`src/rtl/ofs_fim_eth_pkt_gen_pkg.sv`:
```
// Shared types and helpers for the Ethernet AVST TX packet generator.
// Holds the FSM state encoding, default data width and length arithmetic.
package ofs_fim_eth_pkt_gen_pkg;

    localparam int DEFAULT_DATA_W = 64;
    localparam int LEN_W          = 14;

    typedef enum logic [1:0] {
        ST_IDLE = 2'd0,
        ST_SEND = 2'd1,
        ST_GAP  = 2'd2
    } pkt_gen_state_e;

    // Unused upper byte lanes on the final beat of a packet of len bytes.
    function automatic int unsigned calc_empty(input logic [LEN_W-1:0] len,
                                               input int unsigned      bytes_per_beat);
        int unsigned rem;
        rem = 32'(len) % bytes_per_beat;
        return (rem == 32'd0) ? 32'd0 : (bytes_per_beat - rem);
    endfunction

    function automatic int unsigned calc_beats(input logic [LEN_W-1:0] len,
                                               input int unsigned      bytes_per_beat);
        return (32'(len) + bytes_per_beat - 32'd1) / bytes_per_beat;
    endfunction

endpackage

```
`src/rtl/ofs_fim_eth_pkt_gen_pattern.sv`:
```
// Combinational payload generator: byte at offset i is seq + i, lanes past
// the end of the packet are zeroed.
module ofs_fim_eth_pkt_gen_pattern
    import ofs_fim_eth_pkt_gen_pkg::*;
#(
    parameter int DATA_W = DEFAULT_DATA_W
) (
    input  logic [7:0]        i_seq,
    input  logic [LEN_W-1:0]  i_beat,
    input  logic [LEN_W-1:0]  i_len,
    output logic [DATA_W-1:0] o_data
);

    localparam int BPB = DATA_W / 8;

    logic [31:0] w_base;

    assign w_base = 32'(i_beat) * 32'(BPB);

    // Per-lane byte value derived from the absolute byte offset in the packet.
    always_comb begin
        o_data = '0;
        for (int lane = 0; lane < BPB; lane++) begin
            if ((w_base + 32'(lane)) < 32'(i_len)) begin
                o_data[lane*8 +: 8] = i_seq + w_base[7:0] + 8'(lane);
            end else begin
                o_data[lane*8 +: 8] = 8'd0;
            end
        end
    end

endmodule

```
`src/rtl/ofs_fim_eth_avst_tx_pkt_gen.sv`:
```
// AVST TX packet generator: emits runs of fixed-length incrementing-pattern
// packets with a programmable inter-packet gap, honouring sink backpressure.
module ofs_fim_eth_avst_tx_pkt_gen
    import ofs_fim_eth_pkt_gen_pkg::*;
#(
    parameter int DATA_W  = DEFAULT_DATA_W,
    parameter int EMPTY_W = $clog2(DATA_W/8)
) (
    input  logic               clk,
    input  logic               rst,
    input  logic               start,
    input  logic               stop,
    input  logic [13:0]        pkt_len,
    input  logic [15:0]        pkt_count,
    input  logic [7:0]         ipg_cycles,
    input  logic               tx_ready,
    output logic               tx_valid,
    output logic [DATA_W-1:0]  tx_data,
    output logic               tx_sop,
    output logic               tx_eop,
    output logic [EMPTY_W-1:0] tx_empty,
    output logic               tx_error,
    output logic               busy,
    output logic               done,
    output logic [31:0]        pkt_sent_cnt
);

    localparam int BPB = DATA_W / 8;

    pkt_gen_state_e     r_state;
    logic [LEN_W-1:0]   r_len;
    logic [LEN_W-1:0]   r_last_beat;
    logic [LEN_W-1:0]   r_beat;
    logic [15:0]        r_count;
    logic [7:0]         r_ipg;
    logic [7:0]         r_gap;
    logic [15:0]        r_seq;
    logic               r_stop_pend;
    logic [31:0]        r_sent;
    logic               r_valid;
    logic               r_sop;
    logic               r_eop;
    logic [EMPTY_W-1:0] r_empty;
    logic [DATA_W-1:0]  r_data;
    logic               r_done;
    logic               r_busy;

    pkt_gen_state_e     w_state_nxt;
    logic               w_accept;
    logic               w_load;
    logic               w_clr_valid;
    logic               w_done;
    logic [15:0]        w_ld_seq;
    logic [LEN_W-1:0]   w_ld_beat;
    logic [LEN_W-1:0]   w_ld_len;
    logic [LEN_W-1:0]   w_ld_last;
    logic               w_ld_eop;
    logic [EMPTY_W-1:0] w_ld_empty;
    logic [DATA_W-1:0]  w_pat_data;
    logic [7:0]         w_gap_nxt;
    logic [LEN_W-1:0]   w_start_last;
    logic               w_xfer;
    logic               w_eop_xfer;
    logic               w_last_pkt;
    logic               w_stop_any;
    logic [31:0]        w_sent_inc;

    assign w_xfer       = r_valid & tx_ready;
    assign w_eop_xfer   = w_xfer & r_eop;
    assign w_stop_any   = stop | r_stop_pend;
    assign w_sent_inc   = (r_sent == 32'hFFFF_FFFF) ? r_sent : (r_sent + 32'd1);
    assign w_last_pkt   = (r_count != 16'd0) && ((r_sent + 32'd1) == {16'd0, r_count});
    assign w_start_last = LEN_W'(calc_beats(pkt_len, BPB) - 32'd1);
    assign w_ld_eop     = (w_ld_beat == w_ld_last);
    assign w_ld_empty   = w_ld_eop ? EMPTY_W'(calc_empty(w_ld_len, BPB)) : '0;

    ofs_fim_eth_pkt_gen_pattern #(
        .DATA_W (DATA_W)
    ) u_pattern (
        .i_seq  (w_ld_seq[7:0]),
        .i_beat (w_ld_beat),
        .i_len  (w_ld_len),
        .o_data (w_pat_data)
    );

    // Next-state logic; w_load selects the beat presented in the next cycle.
    always_comb begin
        w_state_nxt = r_state;
        w_accept    = 1'b0;
        w_load      = 1'b0;
        w_clr_valid = 1'b0;
        w_done      = 1'b0;
        w_ld_seq    = r_seq;
        w_ld_beat   = r_beat;
        w_ld_len    = r_len;
        w_ld_last   = r_last_beat;
        w_gap_nxt   = r_gap;
        case (r_state)
            ST_IDLE: begin
                if (start && (pkt_len != 14'd0)) begin
                    w_state_nxt = ST_SEND;
                    w_accept    = 1'b1;
                    w_load      = 1'b1;
                    w_ld_seq    = 16'd0;
                    w_ld_beat   = '0;
                    w_ld_len    = pkt_len;
                    w_ld_last   = w_start_last;
                end else begin
                    w_state_nxt = ST_IDLE;
                end
            end
            ST_SEND: begin
                if (w_eop_xfer) begin
                    if (w_last_pkt || w_stop_any) begin
                        w_state_nxt = ST_IDLE;
                        w_clr_valid = 1'b1;
                        w_done      = 1'b1;
                    end else if (r_ipg == 8'd0) begin
                        w_load    = 1'b1;
                        w_ld_seq  = r_seq + 16'd1;
                        w_ld_beat = '0;
                    end else begin
                        w_state_nxt = ST_GAP;
                        w_clr_valid = 1'b1;
                        w_gap_nxt   = r_ipg;
                    end
                end else if (w_xfer) begin
                    w_load    = 1'b1;
                    w_ld_beat = r_beat + LEN_W'(1);
                end else begin
                    w_state_nxt = ST_SEND;
                end
            end
            ST_GAP: begin
                // seq was already advanced by the eop transfer that opened the gap
                if (w_stop_any) begin
                    w_state_nxt = ST_IDLE;
                    w_done      = 1'b1;
                end else if (r_gap <= 8'd1) begin
                    w_state_nxt = ST_SEND;
                    w_load      = 1'b1;
                    w_ld_beat   = '0;
                end else begin
                    w_gap_nxt = r_gap - 8'd1;
                end
            end
            default: begin
                w_state_nxt = ST_IDLE;
                w_clr_valid = 1'b1;
            end
        endcase
    end

    // Control state: FSM, run configuration, sequence, counters and pending stop.
    always_ff @(posedge clk) begin
        if (rst) begin
            r_state     <= ST_IDLE;
            r_len       <= '0;
            r_last_beat <= '0;
            r_count     <= 16'd0;
            r_ipg       <= 8'd0;
            r_gap       <= 8'd0;
            r_seq       <= 16'd0;
            r_stop_pend <= 1'b0;
            r_sent      <= 32'd0;
            r_done      <= 1'b0;
            r_busy      <= 1'b0;
        end else begin
            r_state <= w_state_nxt;
            r_busy  <= (w_state_nxt != ST_IDLE);
            r_done  <= w_done;
            r_gap   <= w_gap_nxt;
            if (w_accept) begin
                r_len       <= pkt_len;
                r_last_beat <= w_start_last;
                r_count     <= pkt_count;
                r_ipg       <= ipg_cycles;
                r_seq       <= 16'd0;
                r_sent      <= 32'd0;
            end else if (w_eop_xfer) begin
                r_seq  <= r_seq + 16'd1;
                r_sent <= w_sent_inc;
            end else begin
                r_seq  <= r_seq;
                r_sent <= r_sent;
            end
            if (w_state_nxt == ST_IDLE) begin
                r_stop_pend <= 1'b0;
            end else if (stop && (r_state != ST_IDLE)) begin
                r_stop_pend <= 1'b1;
            end else begin
                r_stop_pend <= r_stop_pend;
            end
        end
    end

    // Output beat registers; they only change on a load or a clear, so a stall holds them.
    always_ff @(posedge clk) begin
        if (rst) begin
            r_valid <= 1'b0;
            r_sop   <= 1'b0;
            r_eop   <= 1'b0;
            r_empty <= '0;
            r_data  <= '0;
            r_beat  <= '0;
        end else if (w_load) begin
            r_valid <= 1'b1;
            r_sop   <= (w_ld_beat == '0);
            r_eop   <= w_ld_eop;
            r_empty <= w_ld_empty;
            r_data  <= w_pat_data;
            r_beat  <= w_ld_beat;
        end else if (w_clr_valid) begin
            r_valid <= 1'b0;
            r_sop   <= 1'b0;
            r_eop   <= 1'b0;
            r_empty <= '0;
            r_data  <= '0;
            r_beat  <= '0;
        end else begin
            r_valid <= r_valid;
        end
    end

    assign tx_valid     = r_valid;
    assign tx_data      = r_data;
    assign tx_sop       = r_sop;
    assign tx_eop       = r_eop;
    assign tx_empty     = r_empty;
    assign tx_error     = 1'b0;
    assign busy         = r_busy;
    assign done         = r_done;
    assign pkt_sent_cnt = r_sent;

endmodule

```
`config.mk`:
```
export PLATFORM = sky130hd
export DESIGN_NAME = ofs_fim_eth_avst_tx_pkt_gen
export DESIGN_NICKNAME = d
export VERILOG_FILES = /design/src/rtl/ofs_fim_eth_pkt_gen_pkg.sv /design/src/rtl/ofs_fim_eth_pkt_gen_pattern.sv /design/src/rtl/ofs_fim_eth_avst_tx_pkt_gen.sv
export SDC_FILE = /design/constraint.sdc
export NUM_CORES = 1
export LEC_CHECK = 0
export CORE_ASPECT_RATIO = 2
export CORE_MARGIN = 2
export CORE_UTILIZATION = 24
export DETAILED_ROUTE_END_ITERATION = 12
export SLEW_MARGIN = 10
export SYNTH_ARGS = -nofsm -noshare
export SYNTH_HDL_FRONTEND = slang
export SYNTH_SLANG_ARGS = --single-unit
```
`constraint.sdc`:
```
create_clock -name clk -period 14.96 [get_ports clk]
set_input_delay 1.496 -clock clk [delete_from_list [all_inputs] [get_ports clk]]
set_output_delay 1.496 -clock clk [all_outputs]
set_load 0.1 [all_outputs]
```
== After elaboration in Yosys (flattened, before gate mapping) ==
Cells that the tools add are included.

* Add/sub/neg operators: 23
* $lt $le $gt $ge: 9
* Equality and inequality tests: 10
* Mux-type cells: 68
* Bitwise gates (word level): 4
* Reduce and logical (&&, ||, !) cells: 20

{| class="wikitable"
|+ Operator list
! cell !! number
|-
| $lt A32 B14 Y1 || 7
|-
| $mux W14 || 13
|-
| $mux W8 || 17
|-
| $mux W64 || 2
|-
| $add A17 B3 Y18 const B || 4
|-
| $pmux W14 S3 || 1
|-
| $add A17 B2 Y18 const B || 2
|-
| $add A32 B1 Y32 const B || 1
|-
| $add A8 B3 Y8 const B || 4
|-
| $eq A32 B16 Y1 || 1
|-
| $eq A32 B32 Y1 const B || 1
|-
| $logic_not A32 Y1 || 1
|-
| $pmux W8 S2 || 2
|-
| $mux W1 || 19
|-
| $add A17 B1 Y18 const B || 1
|-
| $lt A17 B14 Y1 || 1
|-
| $add A16 B1 Y16 const B || 1
|-
| $add A8 B2 Y8 const B || 2
|-
| $reduce_bool A16 Y1 || 1
|-
| $sub A15 B1 Y16 const B || 1
|-
| $add A14 B4 Y15 const B || 1
|-
| $add A14 B1 Y14 const B || 1
|-
| $eq A14 B14 Y1 || 1
|-
| $logic_not A14 Y1 || 1
|-
| other kinds (26) || 48
|}

* Flip-flop bits (word level): 197
* Bits of input ports: 43

== Logic depth before layout (Yosys ltp) ==
Gate-level depths: netlist of the first run.

* Word-level depth: 11
* Depth in mapped cells: 24

== Hierarchy ==
A second synthesis of the first run with hierarchy kept.

* Cell total of the unflattened synthesis: 1,556
* Area, all modules: 11,733.8 µm²

{| class="wikitable"
|+ Modules (own cells, without submodules)
! module !! times used !! cells each !! area an instance (µm²)
|-
| ofs_fim_eth_avst_tx_pkt_gen || 1 || 1,297 || 10,062.2
|-
| ofs_fim_eth_pkt_gen_pattern || 1 || 259 || 1,671.6
|}

== Least setup slack after synthesis of the first run ==
Ideal clock, no wire load.

* Kind: register to register
* From: register r_sent[11] (netlist: pkt_sent_cnt[11])
* To: register r_data[54] (netlist: tx_data[54])
* Library setup time: 0.132 ns
* Arrival: 5.755 ns
* Data required time: 14.828 ns
* Path slack: 9.073 ns
* Stages on the path, launching flop included: 25
* Clock period less this slack: 5.887 ns
* Path through: dfxtp_1 > buf_2 > nand4_2 > nor4_2 > buf_2 > xnor2_1 > o21ai_1 > or4_4 > o31ai_1 > buf_2 > buf_1 > nand3_1 > nand2_1 > a21o_1 > ha_1 > inv_1 > fa_1 > xor2_1 > nor2_1 > nand2_1 > o21ai_0 > a21oi_1 > o21ai_0 > o21ai_0 > a21oi_1

* Word-level cells in the longest chain between the ends: 11
* Elaborated cells between the ends (all ways): 23
* Those cells by class: add/sub (4); order compare (1); eq/ne (1); mux (14); reduce/logical (3)

{| class="wikitable"
|+ Ends and longest elaborated chain
! element !! line !! RTL
|-
| start: declaration || ofs_fim_eth_avst_tx_pkt_gen.sv:39 || <nowiki>logic [31:0] r_sent;</nowiki>
|-
| start signal: assignment || ofs_fim_eth_avst_tx_pkt_gen.sv:182 || <nowiki>r_sent <= w_sent_inc;</nowiki>
|-
| start signal: assignment || ofs_fim_eth_avst_tx_pkt_gen.sv:185 || <nowiki>r_sent <= r_sent;</nowiki>
|-
| $add A32 B1 Y32 (*) || ofs_fim_eth_avst_tx_pkt_gen.sv:72 || <nowiki>assign w_last_pkt = (r_count != 16'd0) && ((r_sent + 32'd1) == {16'd0, r_count});</nowiki>
|-
| $eq A32 B16 Y1 (*) || ofs_fim_eth_avst_tx_pkt_gen.sv:72 ||
|-
| $logic_and A1 B1 Y1 (*) || ofs_fim_eth_avst_tx_pkt_gen.sv:72 ||
|-
| $logic_or A1 B1 Y1 (*) || ofs_fim_eth_avst_tx_pkt_gen.sv:114 || <nowiki>if (w_last_pkt || w_stop_any) begin</nowiki>
|-
| $mux W14 or $mux W8 (tied branches) || ofs_fim_eth_avst_tx_pkt_gen.sv:114 ||
|-
| $mux W14 or $mux W8 (tied branches) || ofs_fim_eth_avst_tx_pkt_gen.sv:113 || <nowiki>if (w_eop_xfer) begin</nowiki>
|-
| $pmux W14 S3 or $pmux W8 S2 (tied branches) || ofs_fim_eth_avst_tx_pkt_gen.sv:98 || <nowiki>case (r_state)</nowiki>
|-
| $add A17 B3 Y18 or $add A8 B8 Y8 (tied branches) || ofs_fim_eth_pkt_gen_pattern.sv:24, ofs_fim_eth_pkt_gen_pattern.sv:25 ||
|-
| $lt A32 B14 Y1 or $add A8 B3 Y8 (tied branches) || ofs_fim_eth_pkt_gen_pattern.sv:24, ofs_fim_eth_pkt_gen_pattern.sv:25 ||
|-
| $mux W8 || ofs_fim_eth_pkt_gen_pattern.sv:24 || <nowiki>if ((w_base + 32'(lane)) < 32'(i_len)) begin</nowiki>
|-
| $mux W64 || ofs_fim_eth_avst_tx_pkt_gen.sv:206 || <nowiki>end else if (w_load) begin</nowiki>
|-
| end signal: assignment || ofs_fim_eth_avst_tx_pkt_gen.sv:211 || <nowiki>r_data <= w_pat_data;</nowiki>
|-
| end: declaration || ofs_fim_eth_avst_tx_pkt_gen.sv:44 || <nowiki>logic [DATA_W-1:0] r_data;</nowiki>
|}

Mark *: on every way between the ends. The rest lies on a longest branch, timed or not.
A chain may end at the register's enable or synchronous reset.

== Worst setup path after layout of the first run ==
* From: register r_sent[0] (netlist: pkt_sent_cnt[0])
* To: register r_data[54] (netlist: tx_data[54])

Same word-level chain as after synthesis.

==> metrics, run 1 <==
clock tree from TritonCTS built; RSZ-0062 raised after global routing no; Worst Setup Slack, final 8147 ps; Num Clock Sinks 189; vias after detailed routing 11.69k; Worst Tran Pin Value around 1200 ps; antenna violations before repair 1; reg-to-reg critical path endpoint tx_data[54]; Slowest-stage cell, CP o21ai_0; mapped cell area approximately 12000 um^2; Hold Crit Depth 2; top cell type's share of synthesized area about a third; Setup TNS 0 ps; post_cts resized 0; EDFF count, synth 0; Comb power frac 18.7%; Most Frequent Cell on Critical Path o21ai_0; Yosys top cell by area dfxtp_1; area delta synth->final 22.45%; max_slew headroom 22.71%; Hold Violations, Final 0; WL per Instance 20.42 um; RR Startpoint pkt_sent_cnt[0]; placement row count 114; most frequent cell after synthesis nor2_1; Root Buffer clkbuf_16; top cells by count, synth 195 x nor2_1, 189 x dfxtp_1, 178 x nand2_1; GRT overflow 0; Final min period 6813 ps; Synth Area in Adders 4.212%; dpl hpwl 35160 um; Die Y between 300 and 400 um; mux cell area share after synthesis 2.234%; drt first pass iters 5; NetSw 0.4144 mW; top cells by area, synth dfxtp_1 32%, nor2_1 6.2%, nand2_1 5.7%, xnor2_1 5.0%, ha_1 4.0%; Synth Area in Compound Gates 20.63%; Slew Limit Fails 0; Max FO, Critical Path 9; Final GP Congestion 0.9981; Hold Crit Class reg2reg; Clock H-tree levels 4; FF-to-FF path depth 19; sw frac 33.94%; DRT Wirelength roughly 46000 um; Worst Setup End Kind register; fraction of registers with async set/reset 0%; DRC violations left 0; syn nets 1603; dpl ws 7903 ps; clock share of power 38.0%; syn avg cell area 7.734 um^2; Netlist cell types 88; number of global-route vias before repair 11.54k; Synth Flop Type dfxtp_1; Seq cells post-synth ~190; VDD IR max ~0.075 mV; Gate Count Post-Synth between 1.5k and 2k; drt initial violations 694; Clock Latency Late Sink between 400 and 500 ps; Hold EP tx_data[54]; Critical Path RT 15300 ps; global-route wire length before repair 70150 um; CP max stage delay ~900 ps; Fmax achieved 0.1468 GHz; Synth Area in XOR/XNOR 9.158%; combinational family with the most area after synthesis simple AND/OR/NAND/NOR gates; Pleak 5.183 nW; Yosys Warn Count 0; sequential share of power between 40% and 50%; I/O pin count 148; Net count, final 1689; Layout Skew 19.09 ps; Tot GR Track Use ~18%; TritonCTS Buffers 17; I/O Buffers between 100 and 150; largest net degree at the start of global routing 68; layout cells sized above 1 a little over 6%; FF-to-FF setup slack about 8100 ps; Hold Buf Count CTS 0; initial core utilization roughly a quarter; min-delay src tx_data[54]; # Max-Cap Violations 0; Longest Clk Path Bufs 2; postcts setup bufs 0; die width 160.6 um; Seq/Total Area, Yosys 32.16%; Pwr per Cell Area between 80 and 90 nW/um^2; status finished, final reports clean; crit start category register; Int Pwr 0.8064 mW; CP Class reg2reg; period utilization a little under half; Die Area around 50000 um^2; Synth Area in Simple Gates a little over a quarter; diodes inserted 0; post-route ant nets 0; Final setup violation count 0; Via-to-Cell Ratio 5.178; Clock Pin Slew Worst Setup and Hold Paths 80 ps; critical-path cell list ha_1 -> and3_1 -> nand4_1 -> nor4_1 -> a31o_1 -> nand3_1 -> nand4b_1 -> o21ai_0 -> a22o_1 -> inv_1 -> fa_1 -> xor2_1 -> nor2_1 -> nand2_1 -> o21ai_0 -> a21oi_1 -> o21ai_0 -> o21ai_0 -> a21oi_1; Worst EP arrival 7150 ps; core area 48350 um^2; Final Util just under 30%
-- cells in the final DEF (no fill, tap or decap), drive strengths merged, types with 8 or more instances in the layout --
master	n
a32oi	11
nand4	36
dfxtp	189
o21ai	56
inv	55
a21o	17
nor3	44
nor4	29
a211oi	9
clkdlybuf4s50	145
mux2i	24
o31ai	14
nor2	197
nand3	55
nor2b	11
a22o	12
and4	8
a211o	8
clkinv	8
a31oi	25
buf	23
o211ai	9
ha	38
a21oi	93
nand2b	8
nand2	178
a22oi	43
xor2	52
or3	13
xnor2	68
and3	24
clkbuf	18
-- power by group through the flow --
stage               clock (mW)  combinational, mW  sequential (mW)
floorplan                    0              0.111            0.575
finish                   0.464              0.229            0.528
CTS                      0.476              0.229            0.528
detailed placement           0              0.228            0.540
global route             0.493              0.244            0.530
global placement             0              0.227            0.540
-- worst max path at each step --
stage / depth (start not counted) / slack [ps] / start / endpoint
after detailed placement: 20 / 7900 / pkt_len[3] / tx_data[37]
after global placement: 20 / 8000 / pkt_len[0] / tx_data[37]
after floorplan: 24 / 9070 / pkt_sent_cnt[11] / tx_data[54]
after global routing: 19 / 7710 / pkt_sent_cnt[0] / tx_data[54]
final: 19 / 8150 / pkt_sent_cnt[0] / tx_data[54]
after CTS: 19 / 8100 / pkt_sent_cnt[0] / tx_data[54]
-- worst max-delay path, delay by kind of cell (launching register included) --
kind | cells | cell delay, ps
buffers and inverters | 1 | 90
adders and majority gates | 2 | 800
and+or+nand+nor | 7 | 2370
DFF | 1 | 520
AOI/OAI and AO/OA | 8 | 2120
xor gates and xnor gates | 1 | 770
-- state kept, by name, indices dropped and copies added (netlist names), 2 cells and up --
name and flops:
tx_empty 3, r_gap 8, r_beat 14, r_len 14, r_count 16, tx_data 64, r_state 2, pkt_sent_cnt 32
r_ipg 8, r_seq 8, r_last_beat 14
-- area by class of cell --
type                       instances  area (um^2)
fill                            5172        33950
multi-input combinational       1182         7438
sequential                       189         3784
timing repair buffer             168         1624
tap                              638        798.3
clock buffer                      18        429.2
inverter                          49        183.9
clock inverter                    14        147.6
-- kinds of logic after synthesis --
logic type,Yosys count
buf+inv,150
xor+xnor,120
mux,26
other cells,1
simple gates,638
flops,189
compound gates,358
fa+ha+maj,39
-- through the flow --
stage | cells | cell area (um^2) | hold WS, ps | total power [mW]
floorplan | 1521 | 11760 | 445.8 | 0.6862
finish | 2258 | 14410 | 456.4 | 1.221
global route | 2258 | 14410 | 480.5 | 1.268
global placement | 2226 | 13830 | 441.3 | 0.7670
detailed placement | 2226 | 13830 | 440.5 | 0.7682
CTS | 2258 | 14410 | 459.8 | 1.234
-- metal layers --
metal  track usage (%)  share of wire (%)
met2             34.64                 54
met5                 0              0.024
met4             10.03                5.0
met3             2.830                4.6
met1             18.20                 36
No activity file was read; power rests on OpenSTA's default activity.
==> run 2, diff against run 1 <==
clock period = 6.3 ns   (was 14.96 ns; I/O delays follow)
==> metrics, run 2 (synthesized netlist as in run 1, its figures left out) <==
status finished, final reports clean; postcts setup bufs 0; antenna violations before repair 0; I/O Buffers 146; min-delay src tx_data[45]; die width 160.6 um; Fmax achieved around 0.17 GHz; post_cts resized 0; Pwr Total approximately 3.0 mW; Clock Latency Late Sink 470 ps; Die Y 317.1 um; Pleak 5.307 nW; Pwr per Cell Area 203.4 nW/um^2; Hold Crit Depth 2; initial core utilization 24.33%; Worst Setup End Kind register; TritonCTS Buffers 17; DRT Wirelength 47540 um; clock tree from TritonCTS built; Net count, final 1712; Worst Tran Pin Value 1289 ps; Hold Crit Class reg2reg; period utilization between 90% and 100%; RR Startpoint pkt_sent_cnt[0]; number of global-route vias before repair 11.86k; post-route ant nets 0; Final min period 5828 ps; CP Class reg2reg; Die Area roughly 50000 um^2; core area between 40000 and 50000 um^2; global-route wire length before repair 71680 um; RSZ-0062 raised after global routing no; dpl hpwl ~36000 um; Layout Skew between 20 and 25 ps; Fillers roughly 5.2k; drt initial violations 653; Via-to-Cell Ratio 5.245; I/O pin count 148; Final Util 30.18%; dpl ws 588.9 ps; Longest Clk Path Bufs 2; Worst EP arrival 6230 ps; FF-to-FF setup slack 470 ps; Worst Setup Slack, final 471.9 ps; Final GP Congestion 1.005; crit start category register; Final setup violation count 0; commonest cells after routing, fill and taps aside 195 x nor2_1, 189 x dfxtp_1, 177 x nand2_1; Clock Pin Slew Worst Setup and Hold Paths 80 ps; largest net degree at the start of global routing 58; Root Buffer clkbuf_16; Max FO, Critical Path 21; Hold EP tx_data[45]; DRC violations left 0; placement row count 114; Num Clock Sinks roughly 190; WHS 456.7 ps; Hold Buf Count CTS 0; Setup TNS 0 ps; Hold Violations, Final 0; area delta synth->final 24.05%; Critical Path RT approximately 6700 ps; GRT overflow 0; Tot GR Track Use 18.42%; most common cell after layout, fill and taps aside nor2_1; WL per Instance 20.85 um; # Max-Cap Violations 0; diodes inserted 0; drt first pass iters 5; layout cells sized above 1 7.308%; reg-to-reg critical path endpoint tx_data[54]; Clock H-tree levels 4; FF-to-FF path depth 22; Slew Limit Fails 0; vias after detailed routing 11.96k; max_slew headroom 13.68%; max reg flops between 60 and 70; VDD IR max 0.1530 mV
## run 2: layout make-up
cell class | instances | area [um^2] | share of cell area (%)
flip-flops and latches | 189 | 3784 | 25.93
clock buffers | 18 | 439.2 | 3.010
inverters | 49 | 183.9 | 1.260
well taps | 638 | 798.3 | 5.470
multi-input cells | 1182 | 7413 | 50.80
repair buffers | 191 | 1797 | 12.31
clock inverters | 13 | 177.7 | 1.218
## run 2: how the worst max path moves through the flow
stage                           from          end  slack, ps  depth (start not counted)
finish               pkt_sent_cnt[0]  tx_data[54]        470                         22
global route         pkt_sent_cnt[0]  tx_data[54]        140                         22
CTS                  pkt_sent_cnt[0]  tx_data[54]        580                         22
detailed placement   pkt_sent_cnt[0]  tx_data[54]        590                         22
global placement          pkt_len[5]   tx_data[7]        670                         21
floorplan           pkt_sent_cnt[11]  tx_data[54]        410                         24
## run 2: metal layers
metal	track usage [%]	vias up	routed length, um
li1	-	5646	-
met1	17.87	5745	16690
met2	35.71	429	25630
met3	2.804	139	2189
met4	12.18	0	3027
met5	0	-	0
## run 2: worst max-delay path, cell delays in order, from the launching register on
cell and delay, ps:
dfxtp_1 480, ha_1 280, nand3_1 320, nor4_2 610, nand3_1 200, a21bo_2 270
nand4b_1 260, o31ai_2 230, buf_4 300, a31oi_1 160, o21ai_1 250, ha_1 290
a21oi_1 170, nor2b_1 70, o21ai_0 190, nand2b_1 90, a21oi_1 160, o21bai_1 110
nor2_1 130, nand3_1 200, nor3_2 610, o21ai_0 200, a21oi_1 170
## run 2: stage by stage
| stage | area, um^2 | std cells |
|---|---|---|
| 3_3_place_gp | 13980 | 2249 |
| 3_5_place_dp | 13980 | 2249 |
| 4_1_cts | 14590 | 2280 |
| 2_1_floorplan | 11760 | 1521 |
| 6_report | 14590 | 2280 |
| 5_1_grt | 14590 | 2280 |
## run 2: power by group
group	leakage [nW]	switching (mW)	total [mW]	internal [mW]
Sequential	1.54	0.0251	1.25	1.23
Combinational	3.47	0.390	0.551	0.161
Clock	0.298	0.552	1.16	0.612
==> run 3, diff against run 2 <==
ABC_CLOCK_PERIOD_IN_PS = 6300   (was not set)
==> results of run 3 <==
The final DEF is identical to that of run 2; final timing and power are the same.
